File: src/rtl/q_meter_pkg.sv
// Shared types and sizing helpers for the q_meter measurement front-end.
package q_meter_pkg;

  typedef enum logic [1:0] {
    ST_IDLE    = 2'd0,
    ST_SETTLE  = 2'd1,
    ST_ACCUM   = 2'd2,
    ST_PUBLISH = 2'd3
  } q_meter_state_t;

  // Holds the sum of 2^log2_avg unsigned bus_w-bit samples without overflow.
  function automatic int acc_width(input int bus_w, input int log2_avg);
    return bus_w + log2_avg;
  endfunction

endpackage

File: src/rtl/q_meter_if.sv
// Sample/control bundle between the ADC/controller side (master) and q_meter (slave).
interface q_meter_if #(
  parameter int BUS_WIDTH = 10
);
  logic                 enable;
  logic                 sample_valid;
  logic [BUS_WIDTH-1:0] sample;
  logic [BUS_WIDTH-1:0] i_ref;
  logic [BUS_WIDTH-1:0] q_measured;
  logic                 ready;
  logic                 busy;

  modport master (
    output enable, sample_valid, sample, i_ref,
    input  q_measured, ready, busy
  );

  modport slave (
    input  enable, sample_valid, sample, i_ref,
    output q_measured, ready, busy
  );
endinterface

File: src/rtl/q_meter_accum.sv
// Sample accumulator: sums 2^LOG2_AVG samples, flags the final one, forms the averaged result.
// Latency: done/result are combinational on the accepting cycle; state updates next edge.
// Backpressure: none, every add is taken. Q_METER_ROUND_EN selects round-half-up over truncation.
module q_meter_accum
  import q_meter_pkg::*;
#(
  parameter int BUS_WIDTH = 10,
  parameter int LOG2_AVG  = 3
) (
  input  logic                 clk,
  input  logic                 rst,
  input  logic                 clear,
  input  logic                 add,
  input  logic [BUS_WIDTH-1:0] sample,
  output logic                 done,
  output logic [BUS_WIDTH-1:0] result
);
  localparam int ACC_W = acc_width(BUS_WIDTH, LOG2_AVG);
  localparam int CNT_W = (LOG2_AVG > 0) ? LOG2_AVG : 1;
  localparam logic [CNT_W-1:0] CNT_LAST = CNT_W'((1 << LOG2_AVG) - 1);

`ifdef Q_METER_ROUND_EN
  localparam int HALF_SH = (LOG2_AVG > 0) ? LOG2_AVG - 1 : 0;
  localparam logic [ACC_W-1:0] HALF = (LOG2_AVG > 0) ? (ACC_W'(1) << HALF_SH) : '0;
`else
  localparam logic [ACC_W-1:0] HALF = '0;
`endif

  logic [ACC_W-1:0] acc;
  logic [CNT_W-1:0] cnt;
  logic [ACC_W-1:0] sum;
  logic [ACC_W-1:0] rnd;

  // Result is formed from the sum including the sample being accepted, so
  // the publish register can load on that same edge.
  assign sum    = acc + ACC_W'(sample);
  assign rnd    = sum + HALF;
  assign result = BUS_WIDTH'(rnd >> LOG2_AVG);
  assign done   = add && (cnt == CNT_LAST);

  always_ff @(posedge clk or posedge rst) begin
    if (rst) begin
      acc <= '0;
      cnt <= '0;
    end else if (clear) begin
      acc <= '0;
      cnt <= '0;
    end else if (add) begin
      acc <= sum;
      cnt <= cnt + CNT_W'(1);
    end
  end

endmodule

File: src/rtl/q_meter.sv
// Settle-then-average Q measurement; one ready pulse per measurement at the current i_ref.
// Latency: SETTLE_CYCLES + 2^LOG2_AVG + 1 cycles from enable rise with continuous valid samples.
// Backpressure: none; samples outside ACCUM are dropped. Q_METER_ROUND_EN enables rounding.
module q_meter
  import q_meter_pkg::*;
#(
  parameter int BUS_WIDTH     = 10,
  parameter int SETTLE_CYCLES = 64,
  parameter int LOG2_AVG      = 3
) (
  input logic      clk,
  input logic      rst,
  q_meter_if.slave bus
);
  localparam logic [1:0] S_IDLE    = ST_IDLE;
  localparam logic [1:0] S_SETTLE  = ST_SETTLE;
  localparam logic [1:0] S_ACCUM   = ST_ACCUM;
  localparam logic [1:0] S_PUBLISH = ST_PUBLISH;
  // With no settle time every restart lands straight in ACCUM.
  localparam logic [1:0] S_RESUME  = (SETTLE_CYCLES == 0) ? S_ACCUM : S_SETTLE;

  localparam int SC_W = (SETTLE_CYCLES > 1) ? $clog2(SETTLE_CYCLES) : 1;
  localparam logic [SC_W-1:0] SETTLE_LAST = SC_W'(SETTLE_CYCLES - 1);

  logic [1:0]           state;
  logic [SC_W-1:0]      settle_cnt;
  logic [BUS_WIDTH-1:0] i_ref_q;
  logic [BUS_WIDTH-1:0] q_meas_r;
  logic                 ready_r;
  logic                 ref_chg;
  logic                 acc_add;
  logic                 acc_clear;
  logic                 acc_done;
  logic [BUS_WIDTH-1:0] acc_result;

  assign ref_chg   = ((state == S_SETTLE) || (state == S_ACCUM)) && (bus.i_ref != i_ref_q);
  assign acc_add   = (state == S_ACCUM) && bus.sample_valid && bus.enable && !ref_chg;
  assign acc_clear = (state != S_ACCUM) || ref_chg;

  q_meter_accum #(
    .BUS_WIDTH (BUS_WIDTH),
    .LOG2_AVG  (LOG2_AVG)
  ) u_accum (
    .clk    (clk),
    .rst    (rst),
    .clear  (acc_clear),
    .add    (acc_add),
    .sample (bus.sample),
    .done   (acc_done),
    .result (acc_result)
  );

  always_ff @(posedge clk or posedge rst) begin
    if (rst) begin
      state      <= S_IDLE;
      settle_cnt <= '0;
      i_ref_q    <= '0;
      q_meas_r   <= '0;
      ready_r    <= 1'b0;
    end else begin
      ready_r <= 1'b0;
      if ((state == S_IDLE) || ref_chg) begin
        i_ref_q <= bus.i_ref;
      end
      // Priority: enable low, then i_ref change, then final-sample completion.
      if (!bus.enable) begin
        state      <= S_IDLE;
        settle_cnt <= '0;
      end else if (ref_chg) begin
        state      <= S_RESUME;
        settle_cnt <= '0;
      end else begin
        case (state)
          S_IDLE: begin
            state      <= S_RESUME;
            settle_cnt <= '0;
          end
          S_SETTLE: begin
            if (settle_cnt == SETTLE_LAST) begin
              state <= S_ACCUM;
            end else begin
              settle_cnt <= settle_cnt + SC_W'(1);
            end
          end
          S_ACCUM: begin
            if (acc_done) begin
              state    <= S_PUBLISH;
              ready_r  <= 1'b1;
              q_meas_r <= acc_result;
            end
          end
          default: begin
            state      <= S_RESUME;
            settle_cnt <= '0;
          end
        endcase
      end
    end
  end

  assign bus.q_measured = q_meas_r;
  assign bus.ready      = ready_r;
  assign bus.busy       = (state == S_SETTLE) || (state == S_ACCUM);

endmodule

File: src/flat_wrapper.sv
// flat-port wrapper written by rule: the top's interface ports become plain ports
module q_meter_flat import q_meter_pkg::*;
#(
  parameter int BUS_WIDTH     = 10,
  parameter int SETTLE_CYCLES = 64,
  parameter int LOG2_AVG      = 3
)
  (clk, rst, bus_enable, bus_sample_valid, bus_sample, bus_i_ref, bus_q_measured, bus_ready, bus_busy);
  q_meter_if #(.BUS_WIDTH(BUS_WIDTH)) bus_i ();
  input logic clk;
  input logic rst;
  input wire logic [$bits(bus_i.enable)-1:0] bus_enable;
  input wire logic [$bits(bus_i.sample_valid)-1:0] bus_sample_valid;
  input wire logic [$bits(bus_i.sample)-1:0] bus_sample;
  input wire logic [$bits(bus_i.i_ref)-1:0] bus_i_ref;
  output wire logic [$bits(bus_i.q_measured)-1:0] bus_q_measured;
  output wire logic [$bits(bus_i.ready)-1:0] bus_ready;
  output wire logic [$bits(bus_i.busy)-1:0] bus_busy;
  assign bus_i.enable = bus_enable;
  assign bus_i.sample_valid = bus_sample_valid;
  assign bus_i.sample = bus_sample;
  assign bus_i.i_ref = bus_i_ref;
  assign bus_q_measured = bus_i.q_measured;
  assign bus_ready = bus_i.ready;
  assign bus_busy = bus_i.busy;
  q_meter #(.BUS_WIDTH(BUS_WIDTH), .SETTLE_CYCLES(SETTLE_CYCLES), .LOG2_AVG(LOG2_AVG)) u_core (.clk(clk), .rst(rst), .bus(bus_i));
endmodule
File: config.mk
export PLATFORM = sky130hd
export DESIGN_NAME = q_meter_flat
export DESIGN_NICKNAME = d
export VERILOG_FILES = /design/src/rtl/q_meter_pkg.sv /design/src/rtl/q_meter_if.sv /design/src/rtl/q_meter_accum.sv /design/src/rtl/q_meter.sv /design/src/flat_wrapper.sv
export SDC_FILE = /design/constraint.sdc
export NUM_CORES = 1
export LEC_CHECK = 0
export CAP_MARGIN = 30
export CORE_MARGIN = 2
export CORE_UTILIZATION = 62
export CTS_CLUSTER_SIZE = 30
export DETAILED_ROUTE_END_ITERATION = 8
export PLACE_DENSITY = 0.95
export SETUP_SLACK_MARGIN = 0.2
export SLEW_MARGIN = 20
export SYNTH_ARGS = -nofsm -noshare
export SYNTH_HDL_FRONTEND = slang
export SYNTH_HIERARCHICAL = 1
export SYNTH_SLANG_ARGS = --single-unit
export TNS_END_PERCENT = 1
File: constraint.sdc
create_clock -name clk -period 5.5 [get_ports clk]
set_input_delay 1.1 -clock clk [delete_from_list [all_inputs] [get_ports clk]]
set_output_delay 1.1 -clock clk [all_outputs]
set_load 0.005 [all_outputs]
; ---- Yosys cells after proc, flatten, opt, wreduce, memory -nomap -nowiden
; Index checks and enable logic that the tools add are counted.
[totals]
ff_bits = 45
input_bits = 24
out_inout_bits = 12
[classes]
n_addsub = 3
n_eq_ne = 10
muxes = 17
n_bitwise = 1
n_reduce_logical = 14
[ops]
columns = op, n
row1 = $mux W13, 2
row2 = $mux W6, 3
row3 = $add A13 B10 Y13, 1
row4 = $pmux W6 S2, 1
row5 = $ne A10 B10 Y1, 1
row6 = $mux W2, 4
row7 = $ne A4 B3 Y1 const B, 2
row8 = $add A6 B1 Y6 const B, 1
row9 = $eq A6 B6 Y1 const B, 1
row10 = $mux W3, 2
row11 = $logic_and A1 B1 Y1, 5
row12 = $mux W1, 4
row13 = $ne A4 B2 Y1 const B, 1
row14 = $pmux W2 S2, 1
row15 = $reduce_and A2 Y1, 2
row16 = $reduce_and A4 Y1, 1
row17 = $add A3 B1 Y3 const B, 1
row18 = $eq A3 B3 Y1 const B, 1
row19 = $logic_or A1 B1 Y1, 3
row20 = $ne A3 B2 Y1 const B, 1
row21 = $eq A2 B1 Y1 const B, 1
row22 = $eq A2 B2 Y1 const B, 1
row23 = $logic_not A2 Y1, 1
row24 = $ne A2 B2 Y1 const B, 1
row25 = 3 further kinds, 3

; ---- Longest topological paths before layout
; Gate-level depths: netlist of run 1.
[logic_depth]
ltp_word = 10
mapped_depth = 14

; ---- Modules after synthesis
; The synthesis of run 1 kept the hierarchy.
[modules_own_cells]
columns = module, n_inst, cells_each, area_each_um2, seq_area_each_um2
row1 = q_meter, 1, 233, 2043.2, 725.7
row2 = q_meter_accum, 1, 157, 1413.9, 400.4

; ---- Worst setup path after synthesis of run 1
; OpenSTA, ideal clock, no wires.
[synth_path]
path_type = in2reg
from = input bus_i_ref[1]
to = register u_core.q_meas_r[0], in the netlist u_core/bus.q_measured[0]
setup_time_ns = 0.069
arrival_time_ns = 3.458
required_time_ns = 5.431
path_slack_ns = 1.973
path_stages = 11
path_buffers = 3
cell_sequence = xnor2_1 > nand4_2 > o41a_1 > nor2_1 > clkbuf_1 > buf_2 > and2_1 > clkbuf_1 > nand4_1 > or4_1 > nand3_1
[synth_via]
elab_chain_cells = 6
word_cells_on_any_way = 7
[synth_rtl]
columns = item, line_no
row1 = "start, declared", flat_wrapper.sv:15  ; input wire logic [$bits(bus_i.i_ref)-1:0] bus_i_ref;
row2 = $ne A10 B10 Y1, q_meter.sv:36  ; assign ref_chg = ((state == S_SETTLE) || (state == S_ACCUM)) && (bus.i_ref != i_ref_q);
row3 = $logic_and A1 B1 Y1, q_meter.sv:36
row4 = $logic_not A1 Y1, q_meter.sv:37  ; assign acc_add = (state == S_ACCUM) && bus.sample_valid && bus.enable && !ref_chg;
row5 = $logic_and A1 B1 Y1, q_meter.sv:37
row6 = net u_core.acc_add, q_meter.sv:31  ; logic acc_add;
row7 = $logic_and A1 B1 Y1, q_meter_accum.sv:39  ; assign done = add && (cnt == CNT_LAST);
row8 = net u_core.acc_done, q_meter.sv:33  ; logic acc_done;
row9 = $reduce_and A4 Y1 (no source line), n/a
row10 = "end signal, assigned", q_meter.sv:89  ; q_meas_r <= acc_result;
row11 = "end, declared", q_meter.sv:28  ; logic [BUS_WIDTH-1:0] q_meas_r;
; The timed path passes the listed nets, and every way through them passes these cells.
; A chain may end at the register's enable or synchronous reset.

; ---- Worst setup path in the final report of run 1
[layout_path]
from = input bus_i_ref[6]
to = register u_core.q_meas_r[0], in the netlist u_core/bus.q_measured[0]
; Same word-level chain as after synthesis.

==> impl_metrics.ini, run 1 <==
[power_and_ir_drop]
p_int_mw = 0.636
p_switching_mw = 0.358
peakVddDrop_v = 0.000141
pwr-share-seq = 0.399
power_leakage_nw = 1.56
combPwrFrac = 0.369
p_per_area_mw_per_mm2 = 252
p_total_mw = 0.995
clkPwrFrac = 0.232
swShare = 0.360

[synthesis]
ys_types = 55
synth.avg_cell_area_um2 = 8.86
synth_largest_area_cell = dfrtp_1
synthFlopType = dfrtp_1
ys_seq_area_frac = 0.326
async_reset_ff_frac = 1.00
synth_top_area_frac = 0.326
synth.most_common_cell = dfrtp_1
synth_nets = 431
ys_top_cells_by_count = dfrtp_1 (45), nor2_1 (26), nand3_1 (22)
synth_area_mm2 = 0.00346
synth-seq-cells = 45
synth_edf_count = 0
synth-warning-count = 6
syn_inst = 390
synth_area_leaders = dfrtp_1 (33%), ha_1 (5.8%), xnor2_1 (4.3%)

[layout]
antenna_cells = 0
register_area_mm2 = 0.00113
fill_cells = 395
fin_cells = 480
finalInstanceArea_mm2 = 0.00394
syn_to_final_growth_pct = 14.0
nets = 448
multi_input_area_mm2 = 0.00216
final_layout_size_suffix_gt1_frac = 0.0784

[timing]
drv_slew = 0
whs_ps = 518
worst_pin_slew_ps = 774
slew_headroom = 0.483
finalCritPeriodShare = 0.849
fin_crit_ps = 4670
rsz0062_at_grt = false
fin_skew_ps = 11.4
setup_viol = 0
setup_tns_ps = 0
fmax_ghz = 0.214
timing_hold_violations_final = 0

[global_route]
antenna_found_initial = 0
grt_max_degree = 38
grt_overflow_total = 0
first_global_vias = 3014
grt_usage = 0.273
grt_pass1_wl_um = 13600

[placed_design]
place_inst = 471
gp_congestion = 0.907
dpl.hpwl_um = 5490
dpl-instance-area_mm2 = 0.00381
io_buffer_count = 35

[floorplan]
fp-row-count = 27
initial_core_util = 0.636
boundaryPins = 36
die-area_mm2 = 0.00619
core_area_mm2 = 0.00544
die_y_um = 78.7
die-width_um = 78.7

[clocking]
cts_hold_buffers = 0
cts.sinks = 45
insertion_delay_ps = 310
clock_path_buffers = 2
cts_buffers = 5
h-tree-depth = 2
ctsResizeCount = 0
path_clk_slew_ps = 90
post_cts_buffers = 0
cts_tree = built
clockRootBuffer = clkbuf_8

[critical_path]
crit_path_start_kind = input port
cp_max_fo = 34
worstPathArrival_ps = 4840
worstSetupPathType = input port to flop
critPathCaptureType = flop
required_ps = 5670
r2r_slack_ps = 1620

[detailed_routing]
first_pass_iters = 5
drt_wl_total_um = 8100
drc = 0
post_drt_wl_per_cell_um = 16.9
viasPerCell = 6.36
num_vias = 3052
ant_nets = 0
drt_iter0_drc = 287

[run_status]
status = completed

[min_path]
min_path_type = flop to flop

[flow_run]
drv_cap = 0
-- sequential cells by signal, summed over array words and instances, names as in the netlist --
register               cells
u_core/u_accum/acc        13
u_core/bus.q_measured     10
u_core/i_ref_q            10
u_core/settle_cnt          6
u_core/u_accum/cnt         3
u_core/state               2
u_core/bus.ready           1
-- power groups by stage --
stage | combinational [mW] | sequential, mW | clock [mW]
3_3_place_gp | 0.329 | 0.400 | 0
6_report | 0.367 | 0.397 | 0.230
5_1_grt | 0.405 | 0.403 | 0.248
3_5_place_dp | 0.342 | 0.403 | 0
4_1_cts | 0.346 | 0.396 | 0.234
2_1_floorplan | 0.262 | 0.395 | 0
-- path summary, 6_finish.rpt --
path	start	end	depth (start not counted)
max	bus_i_ref[6]	u_core/bus.q_measured[0]	11
min	u_core/u_accum/acc[7]	u_core/u_accum/acc[7]	2
max reg2reg	u_core/state[0]	u_core/bus.q_measured[0]	11
min reg2reg	u_core/u_accum/acc[7]	u_core/u_accum/acc[7]	2
max in group asynchronous	rst	u_core/u_accum/acc[3]	2
min in group asynchronous	rst	u_core/state[0]	2
-- cell usage in the layout (no fill, tap or decap), types with 7 or more instances in the layout --
master	n
a21oi_1	14
a221oi_1	16
and2_1	17
clkbuf_8	7
clkdlybuf4s50_1	35
dfrtp_1	45
ha_1	16
inv_1	11
nand2_1	15
nand2b_1	13
nand3_1	22
nand4_1	14
nor2_1	26
nor3b_1	19
o21ai_0	21
or4_1	16
xnor2_1	17
-- cell type report --
class,instances,area share
repair buffers,41,0.107
clock buffers,7,0.0244
multi-input cells,303,0.548
flip-flops and latches,45,0.286
clock inverters,1,0.00127
inverters,11,0.0105
well taps,72,0.0229
-- metrics by stage --
step                      worst slack (ps)  utilization
after floorplan                       1970            -
after global placement                 791        0.698
after detailed placement               618        0.701
after CTS                              922        0.720
after global routing                   543        0.725
final                                  832        0.725
-- metal layers --
metal,GRT usage,wire length (um),share of wire
met5,0,0,0
met4,0.0930,115,0.014
met3,0.0425,458,0.057
met2,0.487,4080,0.50
met1,0.336,3450,0.43
-- worst max-delay path, stage by stage --
cell	delay, ps
clkdlybuf4s50_1	510
xnor2_1	160
nand4_2	120
buf_4	240
o41a_1	520
nor2_1	140
buf_4	290
and2_1	420
nand3_1	630
a221oi_1	540
nand3_1	160
-- cell families after synthesis --
kind of cell,count (synthesis),synth area share
XOR/XNOR,20,0.0507
multiplexers,14,0.0456
buffers and inverters,42,0.0496
AO/OA/AOI/OAI,89,0.188
flip-flops,45,0.326
AND/OR/NAND/NOR,163,0.277
adder cells (fa/ha/maj),17,0.0637
(Power assumes the default switching activity.)
==> run 2: changes to the inputs <==
CORE_UTILIZATION = 52   (was 62)
PLACE_DENSITY = 0.87   (was 0.95)
clock period = 4.1 ns   (was 5.5 ns; I/O delays follow)
==> impl_metrics.ini, run 2 (same netlist as run 1, synthesis figures left out) <==
[power_and_ir_drop]
clkPwrFrac = 0.251
p_per_area_mw_per_mm2 = 340
peakVddDrop_v = 0.000301
combPwrFrac = 0.355
swShare = 0.356
pwr-share-seq = 0.394
p_int_mw = 0.868
power_leakage_nw = 1.57
p_switching_mw = 0.481

[detailed_routing]
viasPerCell = 6.41
ant_nets = 0
drt_iter0_drc = 252
drc = 0
first_pass_iters = 5
num_vias = 3135
post_drt_wl_per_cell_um = 17.1
drt_wl_total_um = 8350

[timing]
fmax_ghz = 0.302
timing_hold_violations_final = 0
worst_slack_ps = 785
fin_crit_ps = 3310
worst_pin_slew_ps = 648
slew_headroom = 0.568
rsz0062_at_grt = false
drv_slew = 0
setup_viol = 0
fin_skew_ps = 10.9
finalCritPeriodShare = 0.808
setup_tns_ps = 0

[layout]
syn_to_final_growth_pct = 14.8
final_layout_size_suffix_gt1_frac = 0.0850
final_cell_mix = dfrtp_1 (45), clkdlybuf4s50_1 (35), nor2_1 (26)
fill_cells = 550
register_area_mm2 = 0.00113
antenna_cells = 0
nets = 452
largest_reg_flops = 13
multi_input_area_mm2 = 0.00216
final_common_cell = dfrtp_1
top_register = u_core/u_accum/acc

[clocking]
h-tree-depth = 2
cts_buffers = 5
path_clk_slew_ps = 80
post_cts_buffers = 0
clockRootBuffer = clkbuf_8
cts_hold_buffers = 0
clock_path_buffers = 2
insertion_delay_ps = 300
cts.sinks = 45
cts_tree = built
ctsResizeCount = 0

[global_route]
antenna_found_initial = 0
grt_overflow_total = 0
grt_max_degree = 37
grt_pass1_wl_um = 14100
first_global_vias = 3022
grt_usage = 0.235

[floorplan]
die-width_um = 85.5
boundaryPins = 36
die_y_um = 85.5
die-area_mm2 = 0.00732
initial_core_util = 0.541
core_area_mm2 = 0.00639
fp-row-count = 29

[critical_path]
critPathCaptureType = flop
max_stage_delay_ps = 520
crit_family = buffers and inverters
worstPathCellList = clkdlybuf4s50_1, xnor2_1, nand4_1, o41a_1, nor2_1, and2_1, buf_4, nand3_1, buf_4, a221oi_1, nand3_1
worstSetupPathType = input port to flop
worstPathArrival_ps = 3490
crit_slowest_cell = clkdlybuf4s50_1
cp_max_fo = 20
required_ps = 4270
path_buf_inv = 3
crit_path_start_kind = input port

[placed_design]
pre_cts_slack_ps = 506
dpl.hpwl_um = 5920
gp_congestion = 0.866
io_buffer_count = 35

[run_status]
status = completed

[min_path]
min_path_type = flop to flop

[flow_run]
drv_cap = 0
run 2: power by group through the flow:
stage | combinational (mW) | clock, mW | sequential (mW)
after CTS | 0.475 | 0.348 | 0.530
after floorplan | 0.351 | 0 | 0.529
after global routing | 0.528 | 0.365 | 0.537
after detailed placement | 0.472 | 0 | 0.540
after global placement | 0.450 | 0 | 0.533
final | 0.478 | 0.339 | 0.532
run 2: per-layer routing:
layer | GRT usage | wire length (um) | vias to the layer above
li1 | - | - | 1486
met1 | 0.305 | 3450 | 1526
met2 | 0.413 | 4330 | 109
met3 | 0.0318 | 437 | 14
met4 | 0.0635 | 129 | 0
met5 | 0 | 0 | -
run 2: layout make-up:
| type | count | area share |
|---|---|---|
| well taps | 77 | 0.0243 |
| clock buffers | 6 | 0.0183 |
| repair buffers | 45 | 0.109 |
| inverters | 11 | 0.0104 |
| flip-flops and latches | 45 | 0.284 |
| clock inverters | 2 | 0.00978 |
| multi-input cells | 303 | 0.544 |
run 2: final timing paths:
| kind | to | cells after the start | slack [ps] | start |
|---|---|---|---|---|
| setup reg to reg | u_core/bus.q_measured[5] | 10 | 1350 | u_core/i_ref_q[6] |
| hold / removal | u_core/u_accum/acc[7] | 2 | 510 | u_core/u_accum/acc[7] |
| setup / recovery | u_core/bus.q_measured[5] | 11 | 790 | bus_i_ref[9] |
| hold reg to reg | u_core/u_accum/acc[7] | 2 | 510 | u_core/u_accum/acc[7] |
| max in group asynchronous | u_core/i_ref_q[7] | 3 | 2760 | rst |
| min in group asynchronous | u_core/bus.q_measured[9] | 2 | 850 | rst |
run 2: metrics by stage:
step | area [um^2] | hold WS [ps] | util | total power, mW | std cells
6_report | 3970 | 513 | 0.621 | 1.35 | 489
2_1_floorplan | 3460 | 473 | - | 0.880 | 390
3_5_place_dp | 3860 | 493 | 0.604 | 1.01 | 481
5_1_grt | 3970 | 556 | 0.621 | 1.43 | 489
4_1_cts | 3970 | 517 | 0.621 | 1.35 | 489
3_3_place_gp | 3840 | 497 | 0.601 | 0.983 | 480
run 2: worst min-delay path, cell delays in order, from the launching register on:
cell     delay (ps)
dfrtp_1         360
a22oi_1          70
nand2_1          60
